$ cat src/rtl/pool_pkg.sv
// Shared types and helpers for the pooling engine: mode encodings, FSM states,
// accumulator sizing and signed saturation.
package pool_pkg;

    localparam logic POOL_MAX = 1'b0;
    localparam logic POOL_AVG = 1'b1;

    typedef enum logic [1:0] {
        ST_IDLE  = 2'd0,
        ST_RUN   = 2'd1,
        ST_DRAIN = 2'd2
    } state_t;

    // A KxK window sum grows by at most 2*KDIM_W bits over the element width.
    function automatic int acc_width(input int data_w, input int kdim_w);
        return data_w + 2 * kdim_w;
    endfunction

    localparam int ACC_W_DEFAULT = acc_width(16, 3);

    function automatic logic signed [63:0] saturate(input logic signed [63:0] value,
                                                    input int width);
        logic signed [63:0] hi;
        logic signed [63:0] lo;
        hi = (64'sd1 <<< (width - 1)) - 64'sd1;
        lo = -(64'sd1 <<< (width - 1));
        if (value > hi) begin
            return hi;
        end else if (value < lo) begin
            return lo;
        end
        return value;
    endfunction

endpackage

$ cat src/rtl/pool_lane_acc.sv
// One pooling lane: loads on the first beat of a window, then folds in later
// beats as a signed max or a signed sum; the result reflects the current beat.
module pool_lane_acc
    import pool_pkg::*;
#(
    parameter int DATA_W = 16,
    parameter int KDIM_W = 3
) (
    input  logic              clk,
    input  logic              rst_n,
    input  logic              mode,
    input  logic [4:0]        avg_shift,
    input  logic              load,
    input  logic              update,
    input  logic [DATA_W-1:0] elem,
    output logic [DATA_W-1:0] result
);

    localparam int ACC_W = acc_width(DATA_W, KDIM_W);

    logic signed [ACC_W-1:0] acc_reg;
    logic signed [ACC_W-1:0] acc_next;
    logic signed [ACC_W-1:0] elem_ext;
    logic signed [ACC_W-1:0] shifted;
    logic signed [63:0]      wide;
    logic signed [63:0]      clamped;

    assign elem_ext = ACC_W'(signed'(elem));

    always_comb begin
        acc_next = acc_reg;
        if (load) begin
            acc_next = elem_ext;
        end else if (update) begin
            if (mode == POOL_AVG) begin
                acc_next = acc_reg + elem_ext;
            end else begin
                acc_next = (elem_ext > acc_reg) ? elem_ext : acc_reg;
            end
        end
    end

    // The output path sees this beat's contribution, so the top can register
    // the result on the same handshake that completes the window.
    assign shifted = acc_next >>> avg_shift;
    assign wide    = 64'(shifted);
    assign clamped = saturate(wide, DATA_W);
    assign result  = (mode == POOL_AVG) ? clamped[DATA_W-1:0] : acc_next[DATA_W-1:0];

    always_ff @(posedge clk) begin
        if (!rst_n) begin
            acc_reg <= '0;
        end else begin
            acc_reg <= acc_next;
        end
    end

endmodule

$ cat src/rtl/pool_engine.sv
// Pooling engine: walks kernel/window/channel order over COLS lanes and emits
// one pooled value per lane per window through a single output register.
module pool_engine
    import pool_pkg::*;
#(
    parameter int COLS   = 4,
    parameter int DATA_W = 16,
    parameter int KDIM_W = 3,
    parameter int POS_W  = 4,
    parameter int CH_W   = 5
) (
    input  logic                   clk,
    input  logic                   rst_n,
    input  logic                   cfg_start,
    input  logic                   cfg_mode,
    input  logic [KDIM_W-1:0]      cfg_kernel_dim,
    input  logic [KDIM_W-1:0]      cfg_stride,
    input  logic [POS_W-1:0]       cfg_last_pos,
    input  logic [CH_W-1:0]        cfg_channels,
    input  logic [4:0]             cfg_avg_shift,
    input  logic                   in_valid,
    output logic                   in_ready,
    input  logic [COLS*DATA_W-1:0] in_data,
    output logic                   out_valid,
    input  logic                   out_ready,
    output logic [COLS*DATA_W-1:0] out_data,
    output logic [POS_W-1:0]       out_pos,
    output logic [CH_W-1:0]        out_channel,
    output logic                   busy,
    output logic                   done,
    output logic                   cfg_err
);

    state_t state_reg;
    state_t state_next;

    logic                   mode_reg;
    logic [KDIM_W-1:0]      k_reg;
    logic [KDIM_W-1:0]      stride_reg;
    logic [POS_W-1:0]       last_pos_reg;
    logic [CH_W-1:0]        channels_reg;
    logic [4:0]             shift_reg;
    logic [KDIM_W-1:0]      kx_reg;
    logic [KDIM_W-1:0]      ky_reg;
    logic [POS_W-1:0]       pos_reg;
    logic [CH_W-1:0]        ch_reg;
    logic [COLS*DATA_W-1:0] lane_result;

    logic cfg_ok;
    logic beat;
    logic first_beat;
    logic kx_end;
    logic ky_end;
    logic win_end;
    logic pos_end;
    logic ch_end;
    logic run_end;
    logic out_hs;

    assign cfg_ok     = (cfg_kernel_dim != '0) && (cfg_stride != '0) && (cfg_channels != '0);
    assign in_ready   = (state_reg == ST_RUN) && (!out_valid || out_ready);
    assign beat       = in_valid && in_ready;
    assign out_hs     = out_valid && out_ready;
    assign first_beat = (kx_reg == '0) && (ky_reg == '0);
    assign kx_end     = (kx_reg == k_reg - KDIM_W'(1));
    assign ky_end     = (ky_reg == k_reg - KDIM_W'(1));
    assign win_end    = kx_end && ky_end;
    assign pos_end    = (pos_reg >= last_pos_reg);
    assign ch_end     = (ch_reg == channels_reg - CH_W'(1));
    assign run_end    = beat && win_end && pos_end && ch_end;

    always_comb begin
        state_next = state_reg;
        case (state_reg)
            ST_IDLE:  if (cfg_start && cfg_ok) state_next = ST_RUN;
            ST_RUN:   if (run_end) state_next = ST_DRAIN;
            ST_DRAIN: if (out_hs) state_next = ST_IDLE;
            default:  state_next = ST_IDLE;
        endcase
    end

    always_ff @(posedge clk) begin
        if (!rst_n) begin
            state_reg    <= ST_IDLE;
            mode_reg     <= POOL_MAX;
            k_reg        <= '0;
            stride_reg   <= '0;
            last_pos_reg <= '0;
            channels_reg <= '0;
            shift_reg    <= '0;
            kx_reg       <= '0;
            ky_reg       <= '0;
            pos_reg      <= '0;
            ch_reg       <= '0;
            out_valid    <= 1'b0;
            out_data     <= '0;
            out_pos      <= '0;
            out_channel  <= '0;
            busy         <= 1'b0;
            done         <= 1'b0;
            cfg_err      <= 1'b0;
        end else begin
            state_reg <= state_next;
            done      <= 1'b0;

            if (state_reg == ST_IDLE && cfg_start) begin
                if (cfg_ok) begin
                    mode_reg     <= cfg_mode;
                    k_reg        <= cfg_kernel_dim;
                    stride_reg   <= cfg_stride;
                    last_pos_reg <= cfg_last_pos;
                    channels_reg <= cfg_channels;
                    shift_reg    <= cfg_avg_shift;
                    kx_reg       <= '0;
                    ky_reg       <= '0;
                    pos_reg      <= '0;
                    ch_reg       <= '0;
                    busy         <= 1'b1;
                    cfg_err      <= 1'b0;
                end else begin
                    cfg_err <= 1'b1;
                end
            end

            if (beat) begin
                if (!kx_end) begin
                    kx_reg <= kx_reg + KDIM_W'(1);
                end else begin
                    kx_reg <= '0;
                    if (!ky_end) begin
                        ky_reg <= ky_reg + KDIM_W'(1);
                    end else begin
                        ky_reg <= '0;
                        if (pos_end) begin
                            pos_reg <= '0;
                            ch_reg  <= ch_reg + CH_W'(1);
                        end else begin
                            pos_reg <= pos_reg + POS_W'(stride_reg);
                        end
                    end
                end
            end

            // Reload takes priority so a window completing alongside the
            // previous output's handshake keeps out_valid high.
            if (beat && win_end) begin
                out_valid   <= 1'b1;
                out_data    <= lane_result;
                out_pos     <= pos_reg;
                out_channel <= ch_reg;
            end else if (out_hs) begin
                out_valid <= 1'b0;
            end

            if (state_reg == ST_DRAIN && out_hs) begin
                busy <= 1'b0;
                done <= 1'b1;
            end
        end
    end

    for (genvar gi = 0; gi < COLS; gi++) begin : g_lane
        pool_lane_acc #(
            .DATA_W (DATA_W),
            .KDIM_W (KDIM_W)
        ) u_lane (
            .clk       (clk),
            .rst_n     (rst_n),
            .mode      (mode_reg),
            .avg_shift (shift_reg),
            .load      (beat && first_beat),
            .update    (beat && !first_beat),
            .elem      (in_data[gi*DATA_W +: DATA_W]),
            .result    (lane_result[gi*DATA_W +: DATA_W])
        );
    end

endmodule
$ cat config.mk
export PLATFORM = sky130hd
export DESIGN_NAME = pool_engine
export DESIGN_NICKNAME = d
export VERILOG_FILES = /design/src/rtl/pool_pkg.sv /design/src/rtl/pool_lane_acc.sv /design/src/rtl/pool_engine.sv
export SDC_FILE = /design/constraint.sdc
export NUM_CORES = 1
export LEC_CHECK = 0
export BUFFER_PORTS_ARGS = -buffer_cell sky130_fd_sc_hd__buf_4
export CELL_PAD_IN_SITES_DETAIL_PLACEMENT = 0
export CELL_PAD_IN_SITES_GLOBAL_PLACEMENT = 1
export CORE_MARGIN = 2
export CORE_UTILIZATION = 46
export DETAILED_ROUTE_END_ITERATION = 10
export PLACE_DENSITY_LB_ADDON = 0.1
export SKIP_LAST_GASP = 1
export SLEW_MARGIN = 20
export SYNTH_ARGS = -nofsm -noshare
export SYNTH_HDL_FRONTEND = slang
export SYNTH_SLANG_ARGS = --single-unit
$ cat constraint.sdc
create_clock -name clk -period 4.6 [get_ports clk]
set_input_delay 0 -clock clk [delete_from_list [all_inputs] [get_ports clk]]
set_output_delay 0 -clock clk [all_outputs]
set_load 0.02 [all_outputs]
* Yosys cells after proc, flatten, opt, wreduce, memory -nomap -nowiden *
Index checks and enable logic that the tools add are counted.

storage, ports and cells
  output and inout bits = 78
  word-level logic and storage cells = 158
  bits in registers = 203

operators by class
  magnitude comparators = 13
  bitwise operators = 1
  equality and inequality tests = 8
  shift operators = 4
  $add $sub $neg = 10
  reduce and logical (&&, ||, !) cells = 31
  mux-type cells = 69

operators with widths
  cell                  number
  $mux 22               16
  $mux 16               16
  $add 22x16->22        4
  $gt 16x22->1          4
  $gt 22x16->1 const B  4
  $lt 22x16->1 const B  4
  $sshr 22x5->22        4
  $mux 5                6
  $mux 3                9
  $mux 4                6
  $logic_and 1x1->1     15
  $mux 1                12
  $add 3x1->3 const B   2
  $eq 3x3->1            2
  $logic_not 3->1       2
  $mux 2                3
  $ne 2x2->1 const B    3
  $pmux 2 s3            1
  $reduce_bool 2->1     3
  $reduce_bool 3->1     2
  $add 5x1->5 const B   1
  $eq 5x5->1            1
  $reduce_bool 5->1     1
  $sub 5x1->5 const B   1
  other kinds (12)      14

* Logic depth before layout (Yosys ltp) *
  depth in word-level cells = 13
  depth in mapped cells = 20

* By module *
A second synthesis with hierarchy kept.

second synthesis, totals
  cells, all modules = 3,471
  area, all modules = 25,176.6 µm²

modules (own cells, without submodules)
  module                                 cells each  area each (µm²)  sequential area each (µm²)  times used
  pool_lane_acc at g_lane[1].u_lane ...  715         5,028.6          440.4                       2
  pool_lane_acc at g_lane[3].u_lane      737         5,273.8          440.4                       1
  pool_lane_acc at g_lane[0].u_lane      719         5,188.7          440.4                       1
  pool_engine                            585         4,657.0          2,302.2                     1

* Worst setup path after synthesis *
OpenSTA, ideal clock, no wires.

  kind = reg-to-reg
  from = reg g_lane[3].u_lane.acc_reg[0]
  to = reg out_data[55]
  required time = 4,478 ps
  clock period less this slack = 4,000 ps
  setup time = 122 ps
  path slack = 600 ps
  stages on the path, launching flop included = 16
  buffers on the path = 1
  arrival time = 3,878 ps
  path through = dfxtp_1 -> ha_1 -> fa_1 -> nor2b_1 -> o31a_1 -> a211o_1 -> a211oi_1 -> o21ai_0 -> nor4bb_1 -> a2111oi_0 -> o31ai_2 -> o221ai_1 -> o2111ai_1 -> o31a_1 -> clkbuf_1 -> a221o_1

on the way
  longest elaborated chain between the ends = 11

ends and longest elaborated chain
  element                   RTL line             RTL
  start: declaration        pool_lane_acc.sv:21  logic signed [ACC_W-1:0] acc_reg;
  start signal: assignment  pool_lane_acc.sv:54  acc_reg <= acc_next;
  $gt 16x22->1              pool_lane_acc.sv:38  acc_next = (elem_ext > acc_reg) ? elem_ext : acc_reg;
  $mux 22                   pool_lane_acc.sv:38
  $mux 22                   pool_lane_acc.sv:35  if (mode == POOL_AVG) begin
  $mux 22 (*)               pool_lane_acc.sv:34  end else if (update) begin
  $mux 22 (*)               pool_lane_acc.sv:32  if (load) begin
  $sshr 22x5->22            pool_lane_acc.sv:45  assign shifted = acc_next >>> avg_shift;
  $lt 22x16->1              pool_pkg.sv:29       end else if (value < lo) begin
  $mux 1                    pool_pkg.sv:29
  $mux 1                    pool_pkg.sv:27       if (value > hi) begin
  $mux 16                   pool_pkg.sv:32       return value;
  $mux 16 (*)               pool_lane_acc.sv:48  assign result = (mode == POOL_AVG) ? clamped[DATA_W-1:0] : acc_next[DATA_W-1:0];
  end signal: assignment    pool_engine.sv:148   out_data <= lane_result;
  end: declaration          pool_engine.sv:26    output logic [COLS*DATA_W-1:0] out_data,

Mark *: on every way between the ends. The rest lies on a longest branch, timed or not.
A chain may end at the register's enable or synchronous reset.

* Final worst setup path *
  from = reg g_lane[3].u_lane.acc_reg[1]
  to = reg out_data[54]

Same word-level chain as after synthesis.

==> flow_metrics.py <==
metrics = {
    "critical_path": {
        "path_max_fanout": 13,
        "r2r_end": "out_data[54]",
        "start_kind": "flip-flop",
        "cp-end-kind": "flip-flop",
        "path_cells": "inv_1, ha_1, nor3b_2, o311ai_2, a311oi_2, o21ai_1, buf_4, and4_1, nor4_4, o311ai_4, buf_6, nand3_1, o221ai_4, a22oi_2, a21oi_2, or2_4, o31a_1, nor4_2",
        "crit_type": "reg -> reg",
        "cp.required_ns": 5.10,
        "cp_slowest_stage_delay_ns": 0.43,
        "critical_path_arrival_ns": 5.06,
        "ff2ff_setup_slack_ns": 0.04,
        "regToRegStartpoint": "g_lane[3].u_lane.acc_reg[1]",
        "r2r_cells": 18,
        "worst_path_max_delay_cell": "nor4_4",
    },
    "timing": {
        "drv_slew": 0,
        "maxSlewHeadroom_pct": 23.55,
        "hold_viol": 0,
        "setup_viol": 0,
        "max_freq_mhz": 219.5,
        "rsz0062_at_grt": "true",
        "fin_crit_sh_pct": 99.05,
        "fin_tns_setup_ns": 0,
        "min_period_ns": 4.556,
        "finalWorstSetupSlack_ns": 0.04389,
        "tightest_slew_ns": 1.135,
        "skew_ns": 0.01757,
    },
    "logic_synthesis": {
        "syn_nets": 3644,
        "synth.avg_cell_area_um2": 7.111,
        "netlist.area_leader.share_pct": 16.99,
        "synth_edf_count": 0,
        "syn_inst": 3363,
        "yosysTopAreaCell": "dfxtp_1",
        "yosysUniqueCellTypes": 119,
        "synthFlopType": "dfxtp_1",
        "yosysWarningCount": 0,
        "synth_area_mm2": 0.02391,
        "yosysSeqAreaShare_pct": 16.99,
        "synthTopCellsByArea": "dfxtp_1 17%, ha_1 9.7%, a21oi_1 6.3%, nor2_1 5.6%, nand2_1 4.9%",
        "synth-async-reset-ratio_pct": 0,
        "synth-seq-cells": 203,
    },
    "die": {
        "placement_rows": 83,
        "initial_core_util_pct": 46.52,
        "fp.dieH_um": 232.0,
        "core_area_mm2": 0.05141,
        "die_w_um": 232.0,
        "pin_count": 168,
        "dieArea_mm2": 0.05383,
    },
    "pwr": {
        "p_per_area_mw_per_mm2": 267.4,
        "seq_power_share_pct": 23.4,
        "clkPwrFrac_pct": 29.6,
        "internal-power_mw": 4.680,
        "power_frac_comb_pct": 47.1,
        "switchingPower_mw": 3.443,
        "p_leak_nw": 12.59,
        "p_total_mw": 8.123,
        "switching_share_pct": 42.39,
        "peakVddDrop_uv": 284.0,
    },
    "route": {
        "routed_wl_mm": 119.2,
        "routed-via-count": 30200,
        "ant_nets": 0,
        "wl_per_cell_um": 26.66,
        "viasPerCell": 6.755,
        "dr.pass1.iters": 6,
        "first_iter_violations": 4427,
        "drcViolationCount": 0,
    },
    "global_route": {
        "grt_max_degree": 85,
        "grt-ovfl-total": 0,
        "antenna_found_initial": 8,
        "grt_use_total_pct": 41.87,
        "grt_pass1_wl_mm": 173.4,
        "grt_pass1_vias": 27860,
    },
    "worst_hold_path": {
        "hold_depth": 4,
        "whs_endpoint": "g_lane[1].u_lane.acc_reg[15]",
        "hold_start": "in_data[31]",
        "hold_path_class": "in -> reg",
    },
    "finish": {
        "fillers": 4797,
        "final_util_pct": 59.09,
        "area_delta_synth_final_pct": 27.02,
        "fin_area_mm2": 0.03038,
        "drive_gt1_share_pct": 22.59,
        "largest_reg_flops": 88,
        "final_cell_mix": "537 x buf_4, 351 x nor2_1, 308 x nand2_1",
        "nets": 4052,
        "final_common_cell": "buf_4",
    },
    "clock_tree": {
        "root_buffer": "clkbuf_16",
        "insertion_delay_ns": 0.61,
        "numCtsBuffers": 28,
        "cts_tree": "built",
        "clockBufferDepth": 3,
        "clk_pin_slew_worst_paths_ns": 0.06,
        "htree_levels": 1,
        "clock-sinks": 203,
    },
    "placed_design": {
        "dp_slack_ns": -0.3109,
        "io_buffers": 167,
        "gp_congestion": 1.057,
        "placed_area_mm2": 0.02785,
        "dp.final_hpwl_mm": 88.98,
    },
    "run_status": {
        "status": "finished clean",
    },
    "job": {
        "cap_violations": 0,
    },
}
cell usage after synthesis (50+ instances only):
library cell    n
o21ai_0       227
nor2_1        359
nand2_1       310
mux2i_1        67
ha_1          186
buf_2          50
nand3_1        96
a211oi_1       58
dfxtp_1       203
clkbuf_1      149
nor3_1         93
o211ai_1       64
a21oi_1       301
inv_1         185
cells by family (layout without fill, tap and decap cells):
group / count (synthesis) / after routing / synth area share (%)
AOI/OAI and AO/OA: 1226 / 1226 / 35.34
and+or+nand+nor: 1147 / 1147 / 22.77
buffers and inverters: 421 / 848 / 7.100
DFF: 203 / 203 / 16.99
adders and majority gates: 191 / 191 / 10.15
muxes: 108 / 108 / 5.190
xor gates and xnor gates: 67 / 67 / 2.454
other: 0 / 1 / 0
what timing repair did:
item | 4_1_cts | 5_1_grt
hold endpoints to repair | 65 | 0
endpoints found under the setup margin | 34 | 61
gates resized for setup | 18 | 127
gates cloned | 0 | 0
hold buffers | 60 | 0
setup buffers | 2 | 22
pin swaps | 3 | 38
cell type report:
class | count | area [µm²] | area share (%)
diodes | 1 | 2.502 | 0.008238
inverters | 191 | 719.4 | 2.368
repair buffers | 608 | 4826 | 15.89
clock inverters | 17 | 239.0 | 0.7867
clock buffers | 32 | 725.7 | 2.389
well taps | 680 | 850.8 | 2.801
multi-input cells | 2739 | 18930 | 62.32
flip-flops and latches | 203 | 4081 | 13.44
stage by stage:
stage          std cells  hold slack, ns
5_1_grt             4470         0.05912
2_1_floorplan       3363          0.1360
4_1_cts             4447       0.0004913
6_report            4471         0.02822
3_3_place_gp        4336          0.2584
3_5_place_dp        4336          0.2663
power by group through the flow:
stage	Combinational, mW	Clock [mW]	Sequential (mW)
after floorplan	1.98	0	1.91
after global placement	3.39	0	1.92
after detailed placement	3.40	0	1.93
after CTS	3.47	2.40	1.89
after global routing	4.00	2.47	1.90
final	3.82	2.40	1.90
worst max path at each step:
stage | to | startpoint | slack, ns
after floorplan | out_data[55] | g_lane[3].u_lane.acc_reg[0] | 0.60
after global placement | out_data[56] | g_lane[3].u_lane.acc_reg[0] | -0.41
after detailed placement | out_data[56] | g_lane[3].u_lane.acc_reg[0] | -0.31
after CTS | out_data[41] | g_lane[2].u_lane.acc_reg[3] | 0.007
after global routing | out_data[54] | g_lane[3].u_lane.acc_reg[19] | -0.07
final | out_data[54] | g_lane[3].u_lane.acc_reg[1] | 0.04
metal layers:
layer	global-route usage, %	vias up	share of wire, %
met2	61.98	2212	42
li1	-	13320	-
met3	12.35	336	14
met1	57.11	14330	41
met4	15.42	8	3.7
met5	0	-	0.058
worst max-delay path: cells and delay by family (launching register included):
kind	cells	cell delay [ns]
AO/OA/AOI/OAI	8	1.65
adder cells (fa/ha/maj)	1	0.34
buffers and inverters	3	0.49
flip-flops	1	0.42
AND/OR/NAND/NOR	6	1.53
(Power assumes the default switching activity.)
